**src/rtl/mem_arbiter.sv**
```systemverilog
// Round-robin arbiter that shares one SDRAM controller between NREQ requesters.
// It issues a one-cycle strobe, follows the controller busy window, and aborts after TIMEOUT cycles.
module mem_arbiter #(
  parameter int NREQ    = 2,
  parameter int IDW     = 1,
  parameter int TIMEOUT = 64
) (
  input  logic            clk,
  input  logic            reset,
  input  logic [NREQ-1:0] req,
  input  logic [NREQ-1:0] we,
  output logic [NREQ-1:0] gnt,
  output logic [IDW-1:0]  grant_id,
  output logic [NREQ-1:0] done,
  output logic            err,
  output logic            mem_strobe,
  output logic            mem_write,
  input  logic            mem_busy
);

  localparam int CW = $clog2(TIMEOUT);

  typedef enum logic [2:0] {IDLE, ISSUE, WAIT_BUSY, WAIT_DONE, DONE} state_t;

  state_t          state, state_nxt;
  logic [NREQ-1:0] gnt_nxt, done_nxt;
  logic [IDW-1:0]  id_nxt, rr, rr_nxt, rr_adv, pick, idx;
  logic            wr_nxt, err_nxt, pick_vld, timeout_hit;
  logic [CW-1:0]   cnt, cnt_nxt, cnt_inc;

  // Search upward from the rr pointer; lower offsets overwrite later, so the nearest one wins.
  always_comb begin
    pick_vld = 1'b0;
    pick     = '0;
    idx      = '0;
    for (int k = NREQ-1; k >= 0; k--) begin
      idx = IDW'((int'(rr) + k) % NREQ);
      if (req[idx]) begin
        pick_vld = 1'b1;
        pick     = idx;
      end
    end
  end

  assign rr_adv      = (grant_id == IDW'(NREQ-1)) ? '0 : grant_id + 1'b1;
  assign cnt_inc     = cnt + 1'b1;
  assign timeout_hit = (cnt_inc == CW'(TIMEOUT-1));
  assign mem_strobe  = (state == ISSUE);

  always_comb begin
    state_nxt = state;
    gnt_nxt   = gnt;
    id_nxt    = grant_id;
    wr_nxt    = mem_write;
    rr_nxt    = rr;
    cnt_nxt   = cnt;
    done_nxt  = '0;
    err_nxt   = 1'b0;
    case (state)
      IDLE: begin
        if (pick_vld) begin
          gnt_nxt       = '0;
          gnt_nxt[pick] = 1'b1;
          id_nxt        = pick;
          wr_nxt        = we[pick];
          state_nxt     = ISSUE;
        end
      end
      ISSUE: begin
        cnt_nxt   = '0;
        state_nxt = WAIT_BUSY;
      end
      WAIT_BUSY, WAIT_DONE: begin
        cnt_nxt = cnt_inc;
        // Timeout wins over a busy edge arriving in the same cycle.
        if (timeout_hit) begin
          err_nxt   = 1'b1;
          gnt_nxt   = '0;
          rr_nxt    = rr_adv;
          state_nxt = IDLE;
        end else if (state == WAIT_BUSY && mem_busy) begin
          state_nxt = WAIT_DONE;
        end else if (state == WAIT_DONE && !mem_busy) begin
          done_nxt           = '0;
          done_nxt[grant_id] = 1'b1;
          state_nxt          = DONE;
        end
      end
      DONE: begin
        gnt_nxt   = '0;
        rr_nxt    = rr_adv;
        state_nxt = IDLE;
      end
      default: begin
        state_nxt = IDLE;
        gnt_nxt   = '0;
        id_nxt    = '0;
        wr_nxt    = 1'b0;
        rr_nxt    = '0;
        cnt_nxt   = '0;
      end
    endcase
  end

  always_ff @(posedge clk or negedge reset) begin
    if (!reset) begin
      state     <= IDLE;
      gnt       <= '0;
      grant_id  <= '0;
      done      <= '0;
      err       <= 1'b0;
      mem_write <= 1'b0;
      rr        <= '0;
      cnt       <= '0;
    end else begin
      state     <= state_nxt;
      gnt       <= gnt_nxt;
      grant_id  <= id_nxt;
      done      <= done_nxt;
      err       <= err_nxt;
      mem_write <= wr_nxt;
      rr        <= rr_nxt;
      cnt       <= cnt_nxt;
    end
  end

endmodule

```
**config.mk**
```make
export PLATFORM = sky130hd
export DESIGN_NAME = mem_arbiter
export DESIGN_NICKNAME = d
export VERILOG_FILES = /design/src/rtl/mem_arbiter.sv
export SDC_FILE = /design/constraint.sdc
export NUM_CORES = 1
export LEC_CHECK = 0
export ABC_AREA = 1
export CELL_PAD_IN_SITES_DETAIL_PLACEMENT = 2
export CELL_PAD_IN_SITES_GLOBAL_PLACEMENT = 2
export CORE_MARGIN = 1
export CORE_UTILIZATION = 34
export CTS_BUF_LIST = sky130_fd_sc_hd__clkbuf_4
export DETAILED_ROUTE_END_ITERATION = 12
export GPL_TIMING_DRIVEN = 1
export PLACE_DENSITY_LB_ADDON = 0.08
export SLEW_MARGIN = 40
export SYNTH_ARGS = -nofsm -noshare
export SYNTH_HDL_FRONTEND = slang
export SYNTH_SLANG_ARGS = --single-unit
```
**constraint.sdc**
```tcl
create_clock -name clk -period 3.7 [get_ports clk]
set_input_delay 0.555 -clock clk [delete_from_list [all_inputs] [get_ports clk]]
set_output_delay 0.555 -clock clk [all_outputs]
set_load 0.01 [all_outputs]
```
# ---- Yosys cells after proc, flatten, opt, wreduce, memory -nomap -nowiden
# Cells that the tools add are included.
dict set report word_totals {
  register_bits 17
  inputBits 7
  output_inout_bits 8
  word_cells 78
}
dict set report op_classes {
  addsub 3
  n_lt_le_gt_ge 6
  n_eq_ne 8
  mux 36
  bitwise_logic 3
  reduce_logical 14
}
# op n
set ops {}
lappend ops {{two-way mux 1 bit} 18}
lappend ops {{two-way mux 2 bit} 6}
lappend ops {{two-way mux 3 bit} 4}
lappend ops {{one-hot mux 6 bit (2 select lines)} 1}
lappend ops {{one-hot mux 3 bit (3 select lines)} 1}
lappend ops {{< comparator 1 x 2 -> 1 bit (second input constant)} 4}
lappend ops {{adder 6 x 1 -> 6 bit (second input constant)} 1}
lappend ops {{equality test 3 x 2 -> 1 bit (second input constant)} 2}
lappend ops {{equality test 6 bit (second input constant)} 1}
lappend ops {{one-hot mux 2 bit (3 select lines)} 1}
lappend ops {{AND reduction 2 bit} 3}
lappend ops {{OR reduction 2 bit} 3}
lappend ops {{logical AND 1 bit} 4}
lappend ops {{!= test 2 bit (second input constant)} 2}
lappend ops {{!= test 4 bit (second input constant)} 1}
lappend ops {{one-hot mux 1 bit (2 select lines)} 2}
lappend ops {{OR reduction 4 bit} 1}
lappend ops {{equality test 3 x 1 -> 1 bit (second input constant)} 1}
lappend ops {{equality test 3 bit (second input constant)} 1}
lappend ops {{logical NOT 3 bit} 1}
lappend ops {{inverter 1 bit} 3}
lappend ops {{one-hot mux 1 bit (3 select lines)} 1}
lappend ops {{AND reduction 3 bit} 1}
lappend ops {{adder 1 bit (second input constant)} 2}
lappend ops {{3 further kinds} 5}

# ---- Longest topological paths before layout
# Gate-level depths: netlist of run 1.
dict set report depth {
  depth_word 11
  mapped_depth 10
  depth_no_buf 10
}

# ---- Worst setup path after synthesis of run 1
# Ideal clock, no wire load.
dict set report synth_timing {
  kind {reg-to-reg}
  startpoint {reg cnt[1]}
  endpoint {reg rr}
  setup_time_ps 118
  arrival_ps 1280
  required_ps 3582
  path_slack_ps 2302
  path_stages_with_launch 10
  path_buffers 0
  period_less_slack_ps 1398
  path_cell_list {dfrtp_1 -> ha_1 -> nand2_1 -> nand3_1 -> nor2_2 -> nand3_2 -> nand2_4 -> nand2_2 -> nand2_1 -> o21ai_2}
}
dict set report synth_between {
  elab_chain_len 4
}
# item line
set synth_rtl {}
lappend synth_rtl {{start, declared} 29} ;# logic [CW-1:0] cnt, cnt_nxt, cnt_inc;
lappend synth_rtl {{start signal, assigned} 123} ;# cnt <= cnt_nxt;
lappend synth_rtl {{adder 6 x 1 -> 6 bit} 46} ;# assign cnt_inc = cnt + 1'b1;
lappend synth_rtl {{equality test 6 bit} 47} ;# assign timeout_hit = (cnt_inc == CW'(TIMEOUT-1));
lappend synth_rtl {{!= test 2 bit (no line)} --}
lappend synth_rtl {{AND reduction 2 bit (no line)} --}
lappend synth_rtl {{end signal, assigned} 122} ;# rr <= rr_nxt;
lappend synth_rtl {{end, declared} 27} ;# logic [IDW-1:0] id_nxt, rr, rr_nxt, rr_adv, pick, idx;
# No other way between the ends.
# A chain may end at the register's enable or synchronous reset.

# ---- Worst setup path in the final report of run 1
dict set report layout_timing {
  startpoint {reg state[1]}
  endpoint {out mem_strobe}
}
dict set report layout_between {
  elab_chain_len 1
}
# item line
set layout_rtl {}
lappend layout_rtl {{start, declared} 25} ;# state_t state, state_nxt;
lappend layout_rtl {{start signal, assigned} 116} ;# state <= state_nxt;
lappend layout_rtl {{equality test 3 x 1 -> 1 bit} 48} ;# assign mem_strobe = (state == ISSUE);
lappend layout_rtl {{end, declared} 16} ;# output logic mem_strobe,
# No other way between the ends.

==> impl_metrics.py, run 1 <==
metrics = {
    "global_route": {
        "busiest_layer": "met2",
        "grt_pass1_vias": 852,
        "use_met1": 0.2845,
        "grtUsageTotal": 0.2156,
        "grt_overflow": 0,
        "antenna_found_initial": 0,
        "grtUsageMet2": 0.3523,
        "grt_max_degree": 18,
        "grt_use_met3": 0.02586,
        "grt_pass1_wl_um": 4195,
    },
    "critical_path": {
        "arrival_ns": 1.71,
        "crit_type": "reg2out",
        "worstSetupStartpoint": "state[1]",
        "crit_path_start_kind": "register",
        "crit_fanout": 4,
        "end_kind": "output port",
        "r2r-start": "cnt[1]",
        "cp.required_ns": 3.14,
    },
    "cts": {
        "postCtsSetupBuffers": 0,
        "htreeDepth": 1,
        "clock_latency_ns": 0.30,
        "hold_buffers": 0,
        "ctsResizeCount": 0,
        "cts_root_buf": "clkbuf_4",
        "cts_tree": "done",
        "path_clk_slew_ns": 0.11,
        "cts_buffer_depth": 2,
        "cts_sinks": 17,
        "cts_inserted_buffers": 3,
    },
    "placed_design": {
        "gp_congestion": 0.6923,
        "pre_cts_ws_ns": 1.759,
        "dpl-instance-area_um2": 1066,
        "numPortBuffers": 14,
        "place_hpwl_um": 1914,
    },
    "synth": {
        "synth_top_family_by_area": "simple AND/OR/NAND/NOR gates",
        "synth_largest_area_cell": "dfrtp_1",
        "synth_area_per_cell_um2": 8.460,
        "yosys-top-cells-area": "dfrtp_1 48%, nand2_1 9.7%, inv_1 6.3%",
        "synthMuxAreaShare": 0,
        "synth_warnings": 0,
        "ys_ff_latch": 17,
        "ys_seq_area_frac": 0.4789,
        "synth-edff-count": 0,
        "synth_compound_area_frac": 0.09577,
        "ys_async_sr_fraction": 1.000,
        "synth.top_cell.area_share": 0.4789,
        "synthAdderAreaFrac": 0.02817,
        "netlist_area_um2": 888.4,
        "netlist_instances": 105,
        "synthDistinctLibCells": 24,
        "synthFlopType": "dfrtp_1",
        "synthXorXnorAreaFrac": 0.009859,
        "synth_fp_nets": 114,
        "synth_simple_gate_area_frac": 0.3155,
    },
    "die": {
        "boundaryPins": 15,
        "rows": 18,
        "die_h_um": 53.12,
        "start_util": 0.3586,
        "die_area_um2": 2821,
        "fp.dieW_um": 53.12,
        "core_um2": 2477,
    },
    "sta": {
        "fin_skew_ns": 0.007102,
        "max-slew-margin-rel": 0.7287,
        "fmax_mhz": 441.7,
        "hold_ws_ns": 0.1674,
        "drv_slew": 0,
        "setup_viol": 0,
        "tightestPinTransition_ns": 0.4069,
        "fin_ws_ns": 1.436,
        "hold_viol_final": 0,
        "post-route-period-util": 0.6120,
        "period_minus_slack_ns": 2.264,
        "rsz0062_at_grt": "false",
        "timing.setup.tns_ns": 0,
    },
    "min_path": {
        "hp-class": "in2async",
    },
    "routing": {
        "vias": 781,
        "drc_errors": 0,
        "drt_iter0_drc": 5,
        "via_per_inst": 5.105,
        "ant_nets": 0,
        "routedWlPerCell_um": 15.76,
        "dr.pass1.iters": 3,
        "wl_um": 2411,
    },
    "flow_run": {
        "maxCapViolations": 0,
    },
    "finish": {
        "fin_util": 0.4404,
        "regArea_um2": 425.4,
        "drive_gt1_frac": 0.1382,
        "stdcell_area_um2": 1091,
        "finalNetCount": 133,
        "multi_input_area_um2": 399.1,
        "area_delta_synth_final_pct": 22.82,
        "antennaDiodeCount": 0,
        "fill_cells": 296,
    },
    "power_and_ir_drop": {
        "peakVddDrop_mv": 0.3505,
        "p_per_area_nw_per_um2": 741.3,
        "leakage_uw": 0.0005149,
    },
    "outcome": {
        "status": "complete, no violations",
    },
}
## registers in the layout, summed over array words and instances (netlist names)
name       cells
gnt            2
err            1
grant_id       1
done           2
rr             1
state          3
cnt            6
mem_write      1
## cell usage in the layout (no fill, tap or decap), types with 2 or more instances in the layout
master	Yosys	layout
dfrtp_1	17	17
nor3_1	3	3
clkdlybuf4s50_1	0	13
nor2_1	7	7
nor2_4	2	2
o21ai_0	5	5
nand2_1	23	23
inv_2	2	2
nand4_1	4	4
nand3_1	9	9
nand3_2	3	3
inv_1	15	15
clkbuf_4	0	4
a21oi_1	2	2
ha_1	2	2
## power by group
part	internal [uW]	leakage [uW]	switching, uW
logic	149	0.000274	243
registers	245	0.000223	60.7
clock network	49.3	0.0000184	61.6
total	444	0.000515	365
## synthesized netlist by cell type (2+ instances only)
master / n
nor3_1: 3
nand2_1: 23
nor2_4: 2
nand4_1: 4
nor2_1: 7
inv_2: 2
o21ai_0: 5
dfrtp_1: 17
ha_1: 2
nand3_1: 9
nand3_2: 3
inv_1: 15
a21oi_1: 2
## layout make-up
| type | count | share of cell area |
|---|---|---|
| Sequential cell | 17 | 0.3899 |
| Multi-Input combinational cell | 71 | 0.3658 |
| Inverter | 17 | 0.05849 |
| Clock buffer | 4 | 0.02752 |
| Timing Repair Buffer | 14 | 0.1239 |
| Tap cell | 30 | 0.03440 |
## cell families (layout without fill, tap and decap cells)
kind of cell | after synthesis | count (layout)
buf+inv | 17 | 35
xor+xnor | 1 | 1
fa+ha+maj | 2 | 2
flops | 17 | 17
compound gates | 13 | 13
simple gates | 55 | 55
## routing by layer
layer | vias up | wire, um
met5 | - | 0
met4 | 0 | 23
met1 | 384 | 1180
met3 | 4 | 43
met2 | 9 | 1163
li1 | 384 | -
## worst paths after layout
check | cells after the start | slack, ns | endpoint
worst max-delay path | 4 | 1.44 | mem_strobe
worst min-delay path | 1 | 0.17 | cnt[3]
worst max register to register | 10 | 2.04 | rr
worst min register to register | 1 | 0.48 | done[0]
min in group clk | 1 | 0.48 | done[0]
max in group asynchronous | 1 | 3.24 | mem_write
## worst max-delay path: stages (launching register included)
cell and delay (ns):
dfrtp_1 0.46, nor2_1 0.17, inv_1 0.11, nor2_1 0.13, clkdlybuf4s50_1 0.55
## through the flow
step                power (uW)  instances
floorplan                557.5        105
global placement         682.6        149
detailed placement       705.6        149
CTS                      823.2        153
global route             885.3        153
finish                   808.7        153
Power figures use the tool's default switching activity.
==> run 2: changes to the inputs <==
--- a/config.mk
+++ b/config.mk
@@ -9,7 +9,7 @@
 export CELL_PAD_IN_SITES_DETAIL_PLACEMENT = 2
 export CELL_PAD_IN_SITES_GLOBAL_PLACEMENT = 2
 export CORE_MARGIN = 1
-export CORE_UTILIZATION = 34
+export CORE_UTILIZATION = 29
 export CTS_BUF_LIST = sky130_fd_sc_hd__clkbuf_4
 export DETAILED_ROUTE_END_ITERATION = 12
 export GPL_TIMING_DRIVEN = 1
==> constraint.sdc (replaced) <==
create_clock -name clk -period 1.85 [get_ports clk]
set_input_delay 0.2775 -clock clk [delete_from_list [all_inputs] [get_ports clk]]
set_output_delay 0.2775 -clock clk [all_outputs]
set_load 0.01 [all_outputs]
==> impl_metrics.py, run 2 (same netlist as run 1, synthesis figures left out) <==
metrics = {
    "outcome": {
        "status": "complete, no violations",
    },
    "critical_path": {
        "rr_worst_depth": 9,
        "crit_path_top_delay_cell": "dfrtp_2",
        "cp.required_ns": 1.57,
        "end_kind": "output port",
        "crit_type": "reg2out",
        "cp_num_cells": 4,
        "crit_path_start_kind": "register",
        "crit_chain": "nor2_2 -> inv_1 -> nor2_1 -> dlygate4sd2_1",
        "crit_fanout": 4,
        "path_buf_inv": 2,
        "cp_top_family": "flip-flops",
        "arrival_ns": 1.42,
        "max_stage_delay_ns": 0.46,
    },
    "placed_design": {
        "pre_cts_ws_ns": 0.1499,
        "numPortBuffers": 14,
        "gp_congestion": 0.6849,
        "place_inst": 151,
        "place_hpwl_um": 1900,
    },
    "cts": {
        "cts_inserted_buffers": 3,
        "ctsResizeCount": 3,
        "cts_sinks": 17,
        "path_clk_slew_ns": 0.12,
        "clock_latency_ns": 0.30,
        "cts_tree": "done",
        "cts_buffer_depth": 2,
        "htreeDepth": 1,
        "cts_root_buf": "clkbuf_4",
        "hold_buffers": 0,
        "postCtsSetupBuffers": 0,
    },
    "power_and_ir_drop": {
        "switchingPower_uw": 730.6,
        "switching_share": 0.4567,
        "leakage_uw": 0.0005213,
        "p_per_area_nw_per_um2": 1448,
        "p_int_uw": 869.1,
        "power_frac_comb": 0.483,
        "p_clk_frac": 0.134,
        "p_seq_frac": 0.383,
        "peakVddDrop_mv": 0.4508,
    },
    "routing": {
        "ant_nets": 0,
        "routedWlPerCell_um": 15.17,
        "drt_iter0_drc": 25,
        "wl_um": 2352,
        "via_per_inst": 5.084,
        "drc_errors": 0,
        "vias": 788,
        "dr.pass1.iters": 2,
    },
    "global_route": {
        "antenna_found_initial": 0,
        "grt_pass1_vias": 901,
        "grt_overflow": 0,
        "grtUsageTotal": 0.1708,
        "grt_pass1_wl_um": 4229,
        "grt_max_degree": 18,
    },
    "finish": {
        "finalNetCount": 134,
        "instances_no_fill": 155,
        "area_delta_synth_final_pct": 24.37,
        "largest_reg_flops": 6,
        "final_cell_mix": "23 x nand2_1, 16 x dfrtp_1, 15 x inv_1, 13 x clkdlybuf4s50_1, 9 x nand3_1",
        "drive_gt1_frac": 0.1532,
        "reg_top3": "cnt: 6 flops, state: 3 flops",
        "antennaDiodeCount": 0,
        "final_common_cell": "nand2_1",
        "top_register": "cnt",
        "fill_cells": 327,
    },
    "sta": {
        "setup_viol": 0,
        "drv_slew": 0,
        "timing.setup.tns_ns": 0,
        "fin_skew_ns": 0.008157,
        "post-route-period-util": 0.9186,
        "hold_ws_ns": 0.2974,
        "hold_viol_final": 0,
        "max-slew-margin-rel": 0.7334,
        "tightestPinTransition_ns": 0.3963,
        "period_minus_slack_ns": 1.699,
        "fin_ws_ns": 0.1507,
        "fmax_mhz": 588.5,
        "rsz0062_at_grt": "false",
    },
    "die": {
        "die_h_um": 57.35,
        "die_area_um2": 3288,
        "fp.dieW_um": 57.35,
        "start_util": 0.3140,
        "core_um2": 2829,
        "rows": 19,
        "boundaryPins": 15,
    },
    "min_path": {
        "hp-class": "in2async",
    },
    "flow_run": {
        "maxCapViolations": 0,
    },
}
run 2: changes by cell type in the layout (fill, tap and decap cells not counted), sizes merged:
cell / previous run / this run
dlygate4sd2: 0 / 1
clkbuf: 4 / 3
clkinv: 0 / 1
run 2: area by class of cell:
cell class | instances | area (um2) | area share
multi-input cells | 71 | 401.6 | 0.3635
repair buffers | 15 | 146.4 | 0.1325
clock buffers | 3 | 22.52 | 0.02039
inverters | 17 | 63.81 | 0.05776
clock inverters | 1 | 5.005 | 0.004530
well taps | 31 | 38.79 | 0.03511
flip-flops and latches | 17 | 426.7 | 0.3862
run 2: final timing paths:
check	slack, ns	endpoint	startpoint
max	0.15	mem_strobe	state[2]
max in group asynchronous	1.35	state[2]	reset
min	0.30	state[2]	reset
min reg2reg	0.48	done[0]	grant_id
max reg2reg	0.17	rr	cnt[1]
min in group clk	0.48	done[0]	grant_id
run 2: through the flow:
stage | total power, uW | area [um2] | util
floorplan | 1115 | 888.4 | -
global placement | 1378 | 1075 | 0.3799
detailed placement | 1413 | 1075 | 0.3799
CTS | 1632 | 1105 | 0.3905
global route | 1741 | 1105 | 0.3905
finish | 1600 | 1105 | 0.3905
run 2: routing by layer:
metal / global-route usage / routed length [um]
met1: 0.1937 / 956
met2: 0.3189 / 1325
met3: 0.02041 / 38
met4: 0.07317 / 32
met5: 0 / 0
run 2: power by group through the flow:
stage	clock [uW]	sequential [uW]	combinational, uW
floorplan	0	612	503
global placement	0	611	767
detailed placement	0	619	795
CTS	221	615	796
global route	232	633	876
finish	214	613	773
